===== src/rtl/casilla_pkg.sv =====
// rtl/casilla_pkg.sv - shared constants, cursor FSM states and position helper
package casilla_pkg;

    localparam int NUM_CASILLAS = 9;
    localparam int POS_W        = 4;

    typedef enum logic [1:0] {IDLE, SEEK, COMMIT} cursor_state_t;

    // Next cell on the board; wraps 8 -> 0 explicitly so 9..15 never appear.
    function automatic logic [POS_W-1:0] sig_pos(input logic [POS_W-1:0] p);
        return (p == POS_W'(NUM_CASILLAS - 1)) ? '0 : p + POS_W'(1);
    endfunction

endpackage


===== src/rtl/cursor_casilla_if.sv =====
// rtl/cursor_casilla_if.sv - button/board inputs and cursor outputs of the cell cursor
interface cursor_casilla_if;
    import casilla_pkg::*;

    logic                    btn_next_raw;
    logic                    btn_sel_raw;
    logic [NUM_CASILLAS-1:0] occupied;
    logic [POS_W-1:0]        posicion;
    logic                    boton;
    logic                    rechazo;
    logic                    tablero_lleno;

    modport master (
        output btn_next_raw, btn_sel_raw, occupied,
        input  posicion, boton, rechazo, tablero_lleno
    );

    modport slave (
        input  btn_next_raw, btn_sel_raw, occupied,
        output posicion, boton, rechazo, tablero_lleno
    );

endinterface


===== src/rtl/boton_debounce.sv =====
// rtl/boton_debounce.sv - 2-flop synchronizer, stability debouncer and registered press pulse
module boton_debounce #(
    parameter int DEBOUNCE_CYCLES = 250000
) (
    input  logic clk,
    input  logic rst,
    input  logic raw,
    output logic press
);

    localparam int            CW      = $clog2(DEBOUNCE_CYCLES + 1);
    localparam logic [CW-1:0] CNT_MAX = CW'(DEBOUNCE_CYCLES - 1);

    logic          sync1;
    logic          sync2;
    logic          nivel;
    logic          nivel_q;
    logic [CW-1:0] cnt;

    always_ff @(posedge clk) begin
        if (rst) begin
            sync1   <= 1'b0;
            sync2   <= 1'b0;
            nivel   <= 1'b0;
            nivel_q <= 1'b0;
            cnt     <= '0;
            press   <= 1'b0;
        end else begin
            sync1   <= raw;
            sync2   <= sync1;
            nivel_q <= nivel;
            press   <= nivel & ~nivel_q;
            // Any return to the accepted level restarts the stability window.
            if (sync2 == nivel) begin
                cnt <= '0;
            end else if (cnt == CNT_MAX) begin
                nivel <= sync2;
                cnt   <= '0;
            end else begin
                cnt <= cnt + CW'(1);
            end
        end
    end

endmodule


===== src/rtl/cursor_casilla.sv =====
// rtl/cursor_casilla.sv - board cursor: skips occupied cells, emits select/reject strobes
module cursor_casilla
    import casilla_pkg::*;
#(
    parameter int DEBOUNCE_CYCLES = 250000
) (
    input  logic              clk,
    input  logic              rst,
    cursor_casilla_if.slave   bus
);

    localparam logic [POS_W-1:0] SCAN_MAX = POS_W'(NUM_CASILLAS);

    logic             ev_next;
    logic             ev_sel;
    cursor_state_t    state, state_n;
    logic [POS_W-1:0] pos_q, pos_n;
    logic [POS_W-1:0] scan_q, scan_n;
    logic             rech_q, rech_n;
    logic             lleno_q;

    boton_debounce #(.DEBOUNCE_CYCLES(DEBOUNCE_CYCLES)) u_next (
        .clk   (clk),
        .rst   (rst),
        .raw   (bus.btn_next_raw),
        .press (ev_next)
    );

    boton_debounce #(.DEBOUNCE_CYCLES(DEBOUNCE_CYCLES)) u_sel (
        .clk   (clk),
        .rst   (rst),
        .raw   (bus.btn_sel_raw),
        .press (ev_sel)
    );

    always_ff @(posedge clk) begin
        if (rst) begin
            state   <= IDLE;
            pos_q   <= '0;
            scan_q  <= '0;
            rech_q  <= 1'b0;
            lleno_q <= 1'b0;
        end else begin
            state   <= state_n;
            pos_q   <= pos_n;
            scan_q  <= scan_n;
            rech_q  <= rech_n;
            lleno_q <= &bus.occupied;
        end
    end

    always_comb begin
        state_n = state;
        pos_n   = pos_q;
        scan_n  = scan_q;
        rech_n  = 1'b0;
        case (state)
            IDLE: begin
                // Select has priority; a simultaneous next press is dropped.
                if (ev_sel) begin
                    if (bus.occupied[pos_q]) rech_n  = 1'b1;
                    else                     state_n = COMMIT;
                end else if (ev_next) begin
                    pos_n   = sig_pos(pos_q);
                    scan_n  = POS_W'(1);
                    state_n = SEEK;
                end
            end
            SEEK: begin
                // A full lap of nine steps lands back on the start cell.
                if (!bus.occupied[pos_q]) begin
                    state_n = IDLE;
                end else if (scan_q < SCAN_MAX) begin
                    pos_n  = sig_pos(pos_q);
                    scan_n = scan_q + POS_W'(1);
                end else begin
                    state_n = IDLE;
                end
            end
            COMMIT: begin
                state_n = IDLE;
            end
            default: begin
                state_n = IDLE;
            end
        endcase
    end

    assign bus.posicion      = pos_q;
    assign bus.boton         = (state == COMMIT);
    assign bus.rechazo       = rech_q;
    assign bus.tablero_lleno = lleno_q;

endmodule


===== src/flat_wrapper.sv =====
// flat-port wrapper written by rule: the top's interface ports become plain ports
module cursor_casilla_flat import casilla_pkg::*;
#(
    parameter int DEBOUNCE_CYCLES = 250000
)
  (clk, rst, bus_btn_next_raw, bus_btn_sel_raw, bus_occupied, bus_posicion, bus_boton, bus_rechazo, bus_tablero_lleno);
  cursor_casilla_if bus_i ();
  input  logic clk;
  input  logic rst;
  input wire logic [$bits(bus_i.btn_next_raw)-1:0] bus_btn_next_raw;
  input wire logic [$bits(bus_i.btn_sel_raw)-1:0] bus_btn_sel_raw;
  input wire logic [$bits(bus_i.occupied)-1:0] bus_occupied;
  output wire logic [$bits(bus_i.posicion)-1:0] bus_posicion;
  output wire logic [$bits(bus_i.boton)-1:0] bus_boton;
  output wire logic [$bits(bus_i.rechazo)-1:0] bus_rechazo;
  output wire logic [$bits(bus_i.tablero_lleno)-1:0] bus_tablero_lleno;
  assign bus_i.btn_next_raw = bus_btn_next_raw;
  assign bus_i.btn_sel_raw = bus_btn_sel_raw;
  assign bus_i.occupied = bus_occupied;
  assign bus_posicion = bus_i.posicion;
  assign bus_boton = bus_i.boton;
  assign bus_rechazo = bus_i.rechazo;
  assign bus_tablero_lleno = bus_i.tablero_lleno;
  cursor_casilla #(.DEBOUNCE_CYCLES(DEBOUNCE_CYCLES)) u_core (.clk(clk), .rst(rst), .bus(bus_i));
endmodule

===== config.mk =====
export PLATFORM = sky130hd
export DESIGN_NAME = cursor_casilla_flat
export DESIGN_NICKNAME = d
export VERILOG_FILES = /design/src/rtl/casilla_pkg.sv /design/src/rtl/cursor_casilla_if.sv /design/src/rtl/boton_debounce.sv /design/src/rtl/cursor_casilla.sv /design/src/flat_wrapper.sv
export SDC_FILE = /design/constraint.sdc
export NUM_CORES = 1
export LEC_CHECK = 0
export BUFFER_PORTS_ARGS = -buffer_cell sky130_fd_sc_hd__buf_2
export CELL_PAD_IN_SITES_DETAIL_PLACEMENT = 1
export CELL_PAD_IN_SITES_GLOBAL_PLACEMENT = 1
export CORE_MARGIN = 2
export CORE_UTILIZATION = 46
export DETAILED_ROUTE_END_ITERATION = 16
export PLACE_DENSITY = 0.9
export SYNTH_ARGS = -nofsm -noshare
export SYNTH_HDL_FRONTEND = slang
export SYNTH_HIERARCHICAL = 1
export SYNTH_SLANG_ARGS = --single-unit
export TNS_END_PERCENT = 30

===== constraint.sdc =====
create_clock -name clk -period 2.7 [get_ports clk]
set_input_delay 0.135 -clock clk [delete_from_list [all_inputs] [get_ports clk]]
set_output_delay 0.135 -clock clk [all_outputs]
set_load 0.1 [all_outputs]

==> out/results.ini <==
[placement]
post-place-ws_ns = 0.569
gp_congestion = 0.755
place_inst = 385
port_buffers = 19
dp_hpwl_mm = 4.16

[global_route]
grt_pass1_wl_mm = 10.1
grt_usage_pct = 20.1
grt_antenna_before_repair = 0
grt_pass1_vias = 2223
overflow = 0
grt_max_degree = 24

[cts]
ctsHoldBuffers = 0
clock_path_buffers = 2
htreeDepth = 3
cts-resized-gates = 0
cts.clk_slew.worst_paths_ns = 0.07
cts_setup_buffers = 0
root_buffer = clkbuf_8
cts_made_buffers = 9
numClockSinks = 58
cts_tree = done
worstSkewPairLatency_ns = 0.33

[sta]
worst_pin_slew_ns = 0.754
period_minus_slack_ns = 2.11
fin_ws_ns = 0.590
hold_violations = 0
slew_headroom_pct = 49.7
drv_slew = 0
max_freq_mhz = 474
rsz0062_at_grt = false
final.setup.tns_ns = 0
timing.hold.ws_ns = 0.0258
finalCritPeriodShare_pct = 78.1
setup_viol = 0
skew_ns = 0.0113

[power_and_ir_drop]
power.total_mw = 1.59
p_leak_nw = 0.991
ir_worst_vdd_mv = 0.346
cellPowerDensity_nw_per_um2 = 523

[synth]
yosys_warnings = 6
syn-cell-area_um2 = 2730
synth-async-reset-ratio_pct = 0
synth_cells = 300
synth_cell_types = 45
synth.ff_latch_count = 58
ys_seq_area_share_pct = 42.5
avgSynthCellArea_um2 = 9.11
ys.flop_type = dfxtp_1
synth_edf_count = 0
syn_nets = 319

[drt]
drt_iter0_drc = 113
vias = 2208
wl_per_cell_um = 15.2
ant_nets = 0
via_per_inst = 5.51
drt_wl_total_mm = 6.10
drc_errors = 0
firstDrtPassIters = 4

[hold_path]
min_from = bus_btn_sel_raw
min_path_cells = 2
worstHoldEndpoint = u_core/u_sel/sync1
hold_path.class = primary input to register

[worst_setup_path]
start_kind = register
crit_path_max_fanout = 10
crit_required_ns = 2.96
rr_startpoint = u_core/bus.posicion[0]
endpoint_kind = register
r2r_end = u_core/bus.posicion[3]
rrSetupSlack_ns = 0.59
reg2regPathDepth = 5
crit_type = register to register
arrival_ns = 2.37

[final_layout]
final_cells = 401
diodes = 0
register_area_um2 = 1160
final_nets = 340
areaGrowthSynthToFinish_pct = 11.2
drive_gt1_share_pct = 15.0
fillers = 707
multi_input_area_um2 = 1450

[status]
status = complete, no violations

[die]
die-area_um2 = 6580
placementRows = 28
die_w_um = 81.1
core_um2 = 5820
die_h_um = 81.1
initial_core_util_pct = 47.0
ioPinCount = 20

[run]
drv_cap = 0

[routing by layer]
layer,vias to the layer above,global-route usage (%),routed length (µm)
met5,-,0,0
met4,0,7.29,51
met3,6,6.00,229
met2,35,34.8,3040
met1,1070,23.5,2780
li1,1097,-,-
[metrics by stage]
step,utilization (%),cell area (µm²)
finish,52.3,3040
global route,52.3,3040
CTS,52.3,3040
detailed placement,49.3,2870
global placement,49.3,2870
floorplan,-,2730
[Yosys cell counts, types with 6 or more instances]
cell	instances	area (µm²)
dfxtp_1	58	1160
nor2_1	49	184
xnor2_1	31	272
inv_1	19	71.3
nand3_1	16	80.1
nor3_1	13	65.1
nor4_1	12	75.1
nand2_1	8	30.0
nand2b_1	7	43.8
nand4_1	7	43.8
ha_1	6	75.1
mux2i_1	6	60.1
[how the worst max path moves through the flow]
stage                                 startpoint                      to  slack (ns)  depth (start not counted)
after global placement    u_core/bus.posicion[0]  u_core/bus.posicion[3]        0.69                          5
after CTS                 u_core/bus.posicion[0]        u_core/scan_q[3]        0.53                          5
final                     u_core/bus.posicion[0]  u_core/bus.posicion[3]        0.59                          5
after global routing      u_core/bus.posicion[0]        u_core/scan_q[3]        0.37                          5
after detailed placement  u_core/bus.posicion[0]  u_core/bus.posicion[3]        0.57                          5
after floorplan           u_core/bus.posicion[0]  u_core/bus.posicion[3]         0.1                          6
[logic make-up (layout without fill, tap and decap cells)]
| kind of cell | Yosys count | count (layout) | synth area share [%] |
|---|---|---|---|
| AOI/OAI and AO/OA | 29 | 29 | 9.29 |
| muxes | 6 | 6 | 2.20 |
| buffers and inverters | 28 | 54 | 4.58 |
| and+or+nand+nor | 140 | 140 | 28.1 |
| DFF | 58 | 58 | 42.5 |
| adders and majority gates | 6 | 6 | 2.75 |
| xor gates and xnor gates | 33 | 33 | 10.6 |
[report_power, final]
part / internal [mW] / total, mW / switching [mW]
Combinational: 0.0147 / 0.0353 / 0.0206
Sequential: 0.859 / 0.862 / 0.00263
Clock: 0.353 / 0.692 / 0.340
[critical path, cell delays in order (launching register included)]
cell	delay, ns
dfxtp_1	0.57
mux2i_1	0.16
a221oi_1	0.42
a31oi_2	0.22
or4_1	0.50
a31oi_1	0.16
[flip-flops by register name (all words and copies together) (netlist names)]
name                      cells
u_core/u_sel/nivel            1
u_core/u_next/sync1           1
u_core/u_next/press           1
u_core/u_next/nivel           1
u_core/u_next/sync2           1
u_core/u_sel/press            1
u_core/u_sel/sync2            1
u_core/u_sel/nivel_q          1
u_core/u_sel/sync1            1
u_core/u_sel/cnt             18
u_core/u_next/nivel_q         1
u_core/state                  2
u_core/bus.tablero_lleno      1
u_core/bus.posicion           4
u_core/u_next/cnt            18
u_core/bus.rechazo            1
u_core/scan_q                 4
[layout by cell type, fill, tap and decap left out, types with 2 or more instances in the layout]
cell        instances
buf_2              19
nand4_1             7
mux2i_1             6
o21ai_0             2
o31ai_4             2
or3_1               2
nand2b_1            7
nand2_2             2
xnor2_1            31
nand2_1             8
nand4b_1            3
a211oi_1            3
nor4b_1             4
or4_1               3
xor2_1              2
a31oi_1             2
nand4_2             2
ha_1                6
a21oi_1             5
clkbuf_8           10
nor2b_1             5
a311oi_1            3
clkinvlp_4          2
o31ai_1             4
dfxtp_1            58
nand4_4             2
clkinv_2            3
nor4_1             12
inv_1              19
nor2_1             49
nand3_1            16
nor3_1             13
[layout make-up]
type	count	area share [%]
multi-input cells	214	47.6
flip-flops and latches	58	38.2
clock buffers	11	4.65
repair buffers	19	3.13
well taps	75	3.09
inverters	19	2.35
clock inverters	5	0.988
Note: power is estimated with default switching activity, not from simulation.
